[src/rtl/mdu_pkg.sv]
// mdu_pkg: shared width, op encoding, FSM states and operand-magnitude helper for the MDU
package mdu_pkg;
  localparam int W = 32;
  localparam logic [2:0] OP_MULT = 3'b000;
  localparam logic [2:0] OP_MULTU = 3'b001;
  localparam logic [2:0] OP_DIV = 3'b010;
  localparam logic [2:0] OP_DIVU = 3'b011;
  localparam logic [2:0] OP_MTHI = 3'b100;
  localparam logic [2:0] OP_MTLO = 3'b101;
  typedef enum logic [1:0] {IDLE, CALC, FIX} state_t;
  function automatic logic [W-1:0] mag(input logic [W-1:0] x, input logic is_signed);
    return (is_signed & x[W-1]) ? -x : x;
  endfunction
endpackage

[src/rtl/mdu_if.sv]
// mdu_if: request/result bundle between the register bank side and the MDU
interface mdu_if;
  import mdu_pkg::*;
  logic start;
  logic [2:0] op;
  logic [W-1:0] A;
  logic [W-1:0] B;
  logic busy;
  logic done;
  logic [W-1:0] hi;
  logic [W-1:0] lo;
  modport master (output start, op, A, B, input busy, done, hi, lo);
  modport slave (input start, op, A, B, output busy, done, hi, lo);
endinterface

[src/rtl/mdu.sv]
// mdu: iterative shift-add multiplier / restoring divider holding HI and LO
module mdu
  import mdu_pkg::*;
(
  input logic clk,
  input logic rst_n,
  mdu_if.slave bus
);
  localparam int CW = $clog2(W) + 1;
  state_t state;
  logic [CW-1:0] cnt;
  logic [W-1:0] opb, a_org;
  logic [2*W-1:0] acc;
  logic [W:0] rem;
  logic is_div, is_signed, sa, sb;
  logic [W:0] mul_sum, shl;
  logic ge, neg_q;
  logic [2*W-1:0] prod;
  logic [W-1:0] quo, rmd;
  // one datapath step: multiply adds into the upper half, divide trials the shifted remainder
  always_comb begin
    mul_sum = {1'b0, acc[2*W-1:W]} + (acc[0] ? {1'b0, opb} : '0);
    shl = {rem[W-1:0], acc[W-1]};
    ge = shl >= {1'b0, opb};
    neg_q = is_signed & (sa ^ sb);
    prod = neg_q ? -acc : acc;
    quo = neg_q ? -acc[W-1:0] : acc[W-1:0];
    rmd = (is_signed & sa) ? -rem[W-1:0] : rem[W-1:0];
  end
  // control FSM with registered busy/done and the architectural HI/LO
  always_ff @(posedge clk or negedge rst_n) begin
    if (!rst_n) begin
      state <= IDLE;
      cnt <= '0;
      opb <= '0;
      a_org <= '0;
      acc <= '0;
      rem <= '0;
      is_div <= 1'b0;
      is_signed <= 1'b0;
      sa <= 1'b0;
      sb <= 1'b0;
      bus.busy <= 1'b0;
      bus.done <= 1'b0;
      bus.hi <= '0;
      bus.lo <= '0;
    end else begin
      bus.done <= 1'b0;
      case (state)
        IDLE: if (bus.start) begin
          if (bus.op == OP_MTHI) bus.hi <= bus.A;
          if (bus.op == OP_MTLO) bus.lo <= bus.A;
          if (!bus.op[2]) begin
            is_signed <= ~bus.op[0];
            is_div <= bus.op[1];
            sa <= ~bus.op[0] & bus.A[W-1];
            sb <= ~bus.op[0] & bus.B[W-1];
            opb <= mag(bus.B, ~bus.op[0]);
            acc <= {{W{1'b0}}, mag(bus.A, ~bus.op[0])};
            a_org <= bus.A;
            rem <= '0;
            cnt <= '0;
            state <= CALC;
            bus.busy <= 1'b1;
          end
        end
        CALC: begin
          if (is_div) begin
            rem <= ge ? shl - {1'b0, opb} : shl;
            acc[W-1:0] <= {acc[W-2:0], ge};
          end else acc <= {mul_sum, acc[W-1:1]};
          cnt <= cnt + 1'b1;
          if (cnt == CW'(W - 1)) state <= FIX;
        end
        FIX: begin
          if (!is_div) {bus.hi, bus.lo} <= prod;
          else if (opb == '0) begin
            bus.hi <= a_org;
            bus.lo <= '1;
          end else begin
            bus.hi <= rmd;
            bus.lo <= quo;
          end
          state <= IDLE;
          bus.busy <= 1'b0;
          bus.done <= 1'b1;
        end
        default: state <= IDLE;
      endcase
    end
  end
endmodule

[src/flat_wrapper.sv]
// flat-port wrapper written by rule: the top's interface ports become plain ports
module mdu_flat import mdu_pkg::*;
  (clk, rst_n, bus_start, bus_op, bus_A, bus_B, bus_busy, bus_done, bus_hi, bus_lo);
  mdu_if bus_i ();
  input logic clk;
  input logic rst_n;
  input wire logic [$bits(bus_i.start)-1:0] bus_start;
  input wire logic [$bits(bus_i.op)-1:0] bus_op;
  input wire logic [$bits(bus_i.A)-1:0] bus_A;
  input wire logic [$bits(bus_i.B)-1:0] bus_B;
  output wire logic [$bits(bus_i.busy)-1:0] bus_busy;
  output wire logic [$bits(bus_i.done)-1:0] bus_done;
  output wire logic [$bits(bus_i.hi)-1:0] bus_hi;
  output wire logic [$bits(bus_i.lo)-1:0] bus_lo;
  assign bus_i.start = bus_start;
  assign bus_i.op = bus_op;
  assign bus_i.A = bus_A;
  assign bus_i.B = bus_B;
  assign bus_busy = bus_i.busy;
  assign bus_done = bus_i.done;
  assign bus_hi = bus_i.hi;
  assign bus_lo = bus_i.lo;
  mdu u_core (.clk(clk), .rst_n(rst_n), .bus(bus_i));
endmodule
[config.mk]
export PLATFORM = sky130hd
export DESIGN_NAME = mdu_flat
export DESIGN_NICKNAME = d
export VERILOG_FILES = /design/src/rtl/mdu_pkg.sv /design/src/rtl/mdu_if.sv /design/src/rtl/mdu.sv /design/src/flat_wrapper.sv
export SDC_FILE = /design/constraint.sdc
export NUM_CORES = 1
export LEC_CHECK = 0
export CORE_MARGIN = 2
export CORE_UTILIZATION = 60
export DETAILED_ROUTE_END_ITERATION = 10
export MAX_ROUTING_LAYER = met4
export PLACE_DENSITY = 0.82
export SYNTH_ARGS = -nofsm -noshare
export SYNTH_HDL_FRONTEND = slang
export SYNTH_SLANG_ARGS = --single-unit
[constraint.sdc]
create_clock -name clk -period 5.7 [get_ports clk]
set_input_delay 0.57 -clock clk [delete_from_list [all_inputs] [get_ports clk]]
set_output_delay 0.57 -clock clk [all_outputs]
set_load 0.01 [all_outputs]
==> summary.md, run 1 <==
| Metric | Value |
|---|---|
| Synth Flop Type | `dfrtp_1` |
| Vias in the first global route | `16050` |
| Setup violations, final | `0` |
| #FFs+latches synth | `238` |
| CTS tree | `done` |
| Netlist cell types | `83` |
| CP Launch Type | `flip-flop` |
| Number of buffers on the longest clock path | `3` |
| Num CTS Buffers | `27` |
| Period minus WS final | `3.810 ns` |
| Clk slew on worst S/H paths | `0.06 ns` |
| Fillers | `2276` |
| Setup TNS | `0 ns` |
| Rows | `61` |
| Fraction of final layout cells sized beyond drive strength 1 | `4.912%` |
| Clock share of power | `15.6%` |
| CP Data Required Time | `6.11 ns` |
| Die Area | `30020 µm²` |
| Synth Area in Compound Gates | `22.85%` |
| Worst-skew pair later-pin latency | `0.57 ns` |
| DIE HEIGHT | `173.3 µm` |
| Gr ovfl total | `0` |
| Final period utilization | `66.83%` |
| Mapped Cells | `2144` |
| Kind of cell adding the most delay to the critical path | `compound AO/OA/AOI/OAI gates` |
| Post-synth EDFFs | `0` |
| DR vias | `16840` |
| R2R Setup Slk | `1.89 ns` |
| Mapped cell area | `17190 µm²` |
| DRC | `0` |
| Maximum vdd drop | `0.3565 mV` |
| Sequential power share | `27.7%` |
| Most frequent cells in the layout | `360 x nand2_1, 237 x o21ai_0, 237 x dfrtp_1` |
| Most common cell after layout, fill and taps aside | `nand2_1` |
| Leakage | `8.328 nW` |
| DRT antenna net count | `0` |
| Width of the die | `173.3 µm` |
| Mean Syn Cell Area | `8.017 µm²` |
| Synth warnings | `0` |
| Unrepaired setup endpoints after global routing | `no` |
| Sequential share of the synthesized area | `34.65%` |
| Max_cap viols | `0` |
| Vias per inst | `6.485` |
| Post-DP HPWL | `39180 µm` |
| Routability Congestion | `0.9574` |
| CTS Sinks | `238` |
| Routed wire length | `53670 µm` |
| Starting density of the core | `61.36%` |
| Largest family of logic cells by synthesized area | `compound AO/OA/AOI/OAI gates` |
| Critical path class | `reg2reg` |
| Simple-Gate Fraction of Synth Area | `19.68%` |
| Synth Area in Adders | `5.256%` |
| Relative slew margins | `8.653%` |
| Ys async rst share | `100.0%` |
| Slew Limit Fails | `0` |
| CTS resizes | `0` |
| Internal power | `0.006744 W` |
| Layout area overhead | `14.35%` |
| # diodes | `0` |
| Hold WC Path Type | `in2async` |
| Pwr Density | `647.5 nW/µm²` |
| GRT Resource Usage Total | `36.26%` |
| Post-Synth XOR/XNOR Area | `10.45%` |
| Hold buffers post-CTS | `0` |
| Utilization after layout | `70.17%` |
| Multiplexer share of the synthesized area | `2.570%` |
| IO Count | `136` |
| First-pass GRT wire length | `86150 µm` |
| Final Skew | `0.01124 ns` |
| Port Buf Inserts | `135` |
| Root Buffer Master | `clkbuf_16` |
| Actual slew at the worst max-slew pin | `1.358 ns` |
| Switching share of power | `47.01%` |
| Initial antenna violation count | `0` |
| 1st-iter DRT viols | `1718` |
| Syn Nets | `2285` |
| Worst path max stage delay | `0.57 ns` |
| Switch Pwr | `0.005982 W` |
| DR pass1 iterations | `6` |
| # H-tree levels | `1` |
| Core ar. | `28010 µm²` |
| CP Max Fanout | `30` |
| CP cell instances | `inv_1 -> buf_4 -> nor2_1 -> ha_1 -> nand4_1 -> o21ai_0 -> a311oi_2 -> o21ai_2 -> o41ai_2 -> o21a_1 -> o21bai_1 -> o31ai_2 -> xor2_1 -> o21ai_1` |
| Max frequency | `262.5 MHz` |
| Final hold viol count | `0` |
| Largest net degree at the start of global routing | `127` |
| Status | `finished, final reports clean` |
| Critical Path AT | `4.22 ns` |
| Combinational share of power | `56.7%` |
| Worst path slowest cell | `o41ai_2` |
| Post-CTS setup buffers | `0` |
| Setup crit end kind | `flip-flop` |
| Fin nets | `2339` |
| Wirelength per Cell | `20.67 µm` |
| Worst Path Buf+Inv | `2` |
sequential cells by signal, indices dropped and copies added (netlist names):
name,flops
u_core.sa,1
u_core.a_org,32
u_core.acc,64
u_core.cnt,6
u_core.sb,1
u_core.rem,32
u_core.state,2
u_core.bus.done,1
u_core.opb,32
u_core.is_signed,1
u_core.bus.busy,1
u_core.bus.hi,32
u_core.is_div,1
u_core.bus.lo,32
cell families after synthesis:
kind of cell,Yosys count
buf+inv,193
compound gates,640
mux,44
flops,238
fa+ha+maj,71
xor+xnor,205
simple gates,753
final cells by class:
type	instances	area, µm²	share of cell area [%]
multi-input cells	1713	10480	53.34
flip-flops and latches	238	5957	30.31
repair buffers	152	1484	7.550
clock buffers	32	744.5	3.788
well taps	378	473.0	2.406
clock inverters	18	264.0	1.343
inverters	66	247.7	1.261
worst reg2reg max path, stage by stage, from the launching register on:
cell and delay, ns:
dfrtp_1 0.47, inv_1 0.12, buf_4 0.32, nor2_1 0.09
ha_1 0.36, nand4_1 0.16, o21ai_0 0.15, a311oi_2 0.42
o21ai_2 0.16, o41ai_2 0.57, o21a_1 0.26, o21bai_1 0.13
o31ai_2 0.22, xor2_1 0.16, o21ai_1 0.07
per-stage QoR:
stage	setup WS (ns)	instance area, µm²	total power (W)	instances	hold slack (ns)
6_report	1.890	19650	0.01273	2597	0.08182
3_3_place_gp	2.003	18650	0.01037	2547	0.4587
5_1_grt	1.596	19650	0.01362	2597	0.1905
4_1_cts	1.939	19650	0.01259	2597	0.1641
3_5_place_dp	1.955	18650	0.01056	2547	0.4630
2_1_floorplan	2.471	17190	0.008411	2144	0.2744
power by group through the flow:
| stage | combinational [W] | clock (W) | sequential (W) |
|---|---|---|---|
| floorplan | 0.00520 | 0 | 0.00321 |
| global placement | 0.00692 | 0 | 0.00345 |
| detailed placement | 0.00707 | 0 | 0.00350 |
| CTS | 0.00712 | 0.00200 | 0.00348 |
| global route | 0.00794 | 0.00206 | 0.00362 |
| finish | 0.00722 | 0.00198 | 0.00352 |
synthesized netlist by cell type (17+ instances only):
cell type	count	area, µm²
o221ai_1	30	262.8
a21oi_1	142	710.7
nor2_1	168	630.6
mux2i_1	43	430.4
nand3_1	37	185.2
a31oi_1	20	125.1
o211ai_1	21	157.7
xor2_1	91	797.0
o31ai_1	17	127.6
or3_1	18	112.6
dfrtp_1	238	5956
nor4_1	25	156.4
a21o_1	19	142.6
clkbuf_1	98	367.9
o22ai_1	52	325.3
o21ai_0	237	1186
nand2b_1	17	106.4
xnor2_1	114	998.5
a211oi_1	20	150.1
inv_1	65	244.0
nand2_1	360	1351
nor3_1	50	250.2
ha_1	69	863.3
metal layers:
layer / global-route usage (%) / vias up / share of wire [%] / routed length [µm]
met5: - / - / 0 / 0
met4: 16.10 / 0 / 4.8 / 2572
met3: 5.439 / 175 / 8.7 / 4668
met2: 58.25 / 927 / 47 / 25120
met1: 45.58 / 8011 / 40 / 21310
li1: - / 7729 / - / -
final timing paths:
check,startpoint,to,cells after the start
max in group asynchronous,rst_n,u_core.is_div,2
hold reg to reg,u_core.bus.lo[20],u_core.bus.lo[20],2
hold / removal,rst_n,u_core.acc[4],1
setup / recovery,u_core.acc[0],u_core.acc[57],14
min in group clk,u_core.bus.lo[20],u_core.bus.lo[20],2
setup reg to reg,u_core.acc[0],u_core.acc[57],14
Power figures use the tool's default switching activity.
==> run 2: changes to the inputs <==
Settings changed: CORE_UTILIZATION 60 to 54, PLACE_DENSITY 0.82 to 0.78.
Clock period 5.7 ns to 3.2 ns, I/O delays scaled along.
==> run 2 against run 1 <==
  * Maximum frequency grew 23%
  * Setup slack lost 1.8 ns
  * Critical path depth grew 1
  * Power grew 90%
  * Cell area grew 7.7%
  * Critical endpoint is now u_core.rem[13]
  * Highest routed layer unchanged
==> summary.md, run 2 (synthesis results as in run 1) <==
| Metric | Value |
|---|---|
| Status | `finished, final reports clean` |
| Max frequency | `322.2 MHz (+23%)` |
| Design Area, Final | `21160 µm² (+7.7%)` |
| Utilization after layout | `67.23% (-2.9 points)` |
| Number of buffers on the longest clock path | `3 (unchanged)` |
| Critical Path AT | `3.54 ns (-0.68 ns)` |
| DR vias | `17360 (+3.1%)` |
| DRT antenna net count | `0 (unchanged)` |
| 1st-iter DRT viols | `1484 (-14%)` |
| CTS tree | `done` |
| Width of the die | `182.4 µm (+5.3%)` |
| DRC | `0 (unchanged)` |
| Setup violations, final | `0 (unchanged)` |
| DR pass1 iterations | `5 (-1)` |
| CP Launch Type | `flip-flop` |
| Final Skew | `0.02130 ns (+0.01006 ns)` |
| Port Buf Inserts | `135 (unchanged)` |
| Vias per inst | `6.225 (-4.0%)` |
| Rows | `65 (+6.6%)` |
| Actual slew at the worst max-slew pin | `0.9858 ns (-0.3719 ns)` |
| Period minus WS final | `3.104 ns (-0.7060 ns)` |
| Placed cell area | `20050 µm² (+7.5%)` |
| Worst-skew pair later-pin latency | `0.56 ns (about the same)` |
| Worst Path Buf+Inv | `4 (+2)` |
| Hold WC Path Type | `in2async` |
| Clk slew on worst S/H paths | `0.06 ns (about the same)` |
| Most common cell after layout, fill and taps aside | `nand2_1` |
| Gr ovfl total | `0 (unchanged)` |
| Wirelength per Cell | `20.09 µm (-2.8%)` |
| Fin nets | `2509 (+7.3%)` |
| Fraction of final layout cells sized beyond drive strength 1 | `12.53% (+7.6 points)` |
| Relative slew margins | `34.28% (+26 points)` |
| Most frequent cells in the layout | `360 x nand2_1, 236 x dfrtp_1, 229 x o21ai_0` |
| Initial antenna violation count | `0 (unchanged)` |
| CP cell instances | `inv_1 -> ha_1 -> nor2b_1 -> o211ai_1 -> a21boi_1 -> o31a_2 -> a311oi_1 -> buf_4 -> o31a_2 -> o211ai_4 -> buf_12 -> buf_12 -> nor2_1 -> a21oi_1 -> a22o_1` |
| Critical path class | `reg2reg` |
| Layout area overhead | `23.11%` |
| Routed wire length | `56030 µm (+4.4%)` |
| Worst path max stage delay | `0.40 ns (-0.17 ns)` |
| Final hold viol count | `0 (unchanged)` |
| Post-DP HPWL | `42260 µm (+7.9%)` |
| Maximum vdd drop | `0.5330 mV (+50%)` |
| Core ar. | `31470 µm² (+12%)` |
| Leakage | `9.165 nW (+10%)` |
| Met3 wire len | `4604 µm (-1.4%)` |
| Vias in the first global route | `16940 (+5.5%)` |
| Largest register FFs | `64 (unchanged)` |
| CP Max Fanout | `21 (-30%)` |
| Max_cap viols | `0 (unchanged)` |
| Num CTS Buffers | `28 (+3.7%)` |
| Pwr Density | `1143 nW/µm² (+76%)` |
| CTS Sinks | `238 (unchanged)` |
| First-pass GRT wire length | `88950 µm (+3.3%)` |
| Fillers | `2557 (+12%)` |
| M1 WL | `21990 µm (+3.2%)` |
| Kind of cell adding the most delay to the critical path | `compound AO/OA/AOI/OAI gates` |
| CP Data Required Time | `3.64 ns (-2.47 ns)` |
| DIE HEIGHT | `182.4 µm (+5.3%)` |
| Slew Limit Fails | `0 (unchanged)` |
| Setup TNS | `0 ns (unchanged)` |
| Top Layer Used | `met4` |
| Final period utilization | `96.99% (+30 points)` |
| Met2 wire len | `26440 µm (+5.3%)` |
| Setup crit end kind | `flip-flop` |
| Starting density of the core | `54.61% (-6.8 points)` |
| Worst path slowest cell | `dfrtp_1` |
| # diodes | `0 (unchanged)` |
| Root Buffer Master | `clkbuf_16` |
| Die Area | `33270 µm² (+11%)` |
| Routability Congestion | `0.9815 (+2.5%)` |
| # H-tree levels | `1 (unchanged)` |
| IO Count | `136 (unchanged)` |
| Top reg by flops | `u_core.acc` |
| GRT Resource Usage Total | `34.31% (-1.9 points)` |
| Largest net degree at the start of global routing | `78 (-39%)` |
run 2: cell types whose count changed in the layout (fill, tap and decap cells not counted), moves of 4 or more:
cell,before,now
nor3_2,2,6
o21ai_2,1,5
buf_12,0,11
nor3_1,50,46
clkinv_2,8,4
ha_1,69,62
ha_2,0,4
o21ai_1,5,9
clkbuf_1,0,6
o21ai_0,237,229
buf_4,17,174
run 2: repair_timing:
| item | 4_1_cts | 5_1_grt |
|---|---|---|
| hold buffers | 1 | 0 |
| endpoints found under the setup margin | 9 | 45 |
| setup buffers | 0 | 2 |
| gates resized for setup | 5 | 39 |
| pin swaps | 1 | 11 |
| endpoints found under the hold margin | 72 | 0 |
run 2: worst reg2reg max path, stage by stage (launching register included):
cell      delay, ns
dfrtp_1        0.40
inv_1          0.12
ha_1           0.25
nor2b_1        0.15
o211ai_1       0.21
a21boi_1       0.12
o31a_2         0.32
a311oi_1       0.28
buf_4          0.17
o31a_2         0.20
o211ai_4       0.11
buf_12         0.17
buf_12         0.16
nor2_1         0.09
a21oi_1        0.05
a22o_1         0.19
run 2: power by group:
part / total (W) / leakage, nW / internal [W] / switching (W)
clock: 0.00333 / 0.459 / 0.00200 / 0.00133
sequential: 0.00597 / 2.98 / 0.00445 / 0.00152
combinational: 0.0149 / 5.73 / 0.00674 / 0.00814
total: 0.0242 / 9.17 / 0.0132 / 0.0110
run 2: through the flow:
stage / std cells / hold slack [ns] / total power (W) / setup slack (ns)
floorplan: 2144 / 0.02441 / 0.01498 / 0.04688
global placement: 2737 / 0.3483 / 0.01986 / -0.09428
detailed placement: 2737 / 0.3516 / 0.02025 / -0.1543
CTS: 2787 / 0.3715 / 0.02370 / 0.007578
global route: 2789 / 0.4025 / 0.02588 / -0.04901
finish: 2789 / 0.3252 / 0.02418 / 0.09640
run 2: final timing paths:
kind                                          to  slack (ns)  cells after the start             start
min in group clk                  u_core.opb[31]        0.41                      3         bus_B[31]
max in group asynchronous         u_core.acc[61]        1.98                      3             rst_n
worst min register to register  u_core.bus.lo[7]        0.48                      2  u_core.bus.lo[7]
worst min-delay path            u_core.bus.lo[5]        0.33                      2             rst_n
worst max register to register    u_core.rem[13]         0.1                     15     u_core.opb[1]
worst max-delay path              u_core.rem[13]         0.1                     15     u_core.opb[1]
run 2: routing by layer:
layer  GRT usage [%]  vias to the layer above
met5               -                        -
li1                -                     8046
met1           42.13                     8204
met3           4.550                      217
met2           56.02                      894
met4           17.00                        0
run 2: layout make-up:
cell class | instances | area (µm²) | share of cell area, %
Multi-Input combinational cell | 1713 | 10620 | 50.17
Sequential cell | 238 | 5958 | 28.16
Timing Repair Buffer | 321 | 2893 | 13.67
Clock buffer | 40 | 817.0 | 3.861
Tap cell | 402 | 503.0 | 2.377
Inverter | 66 | 247.7 | 1.171
Clock inverter | 9 | 125.1 | 0.5913
==> run 3: changes to the inputs <==
Settings changed: CAP_MARGIN from default to 20.
==> results of run 3 <==
No change in the layout: final DEF, timing and power equal those of run 2.
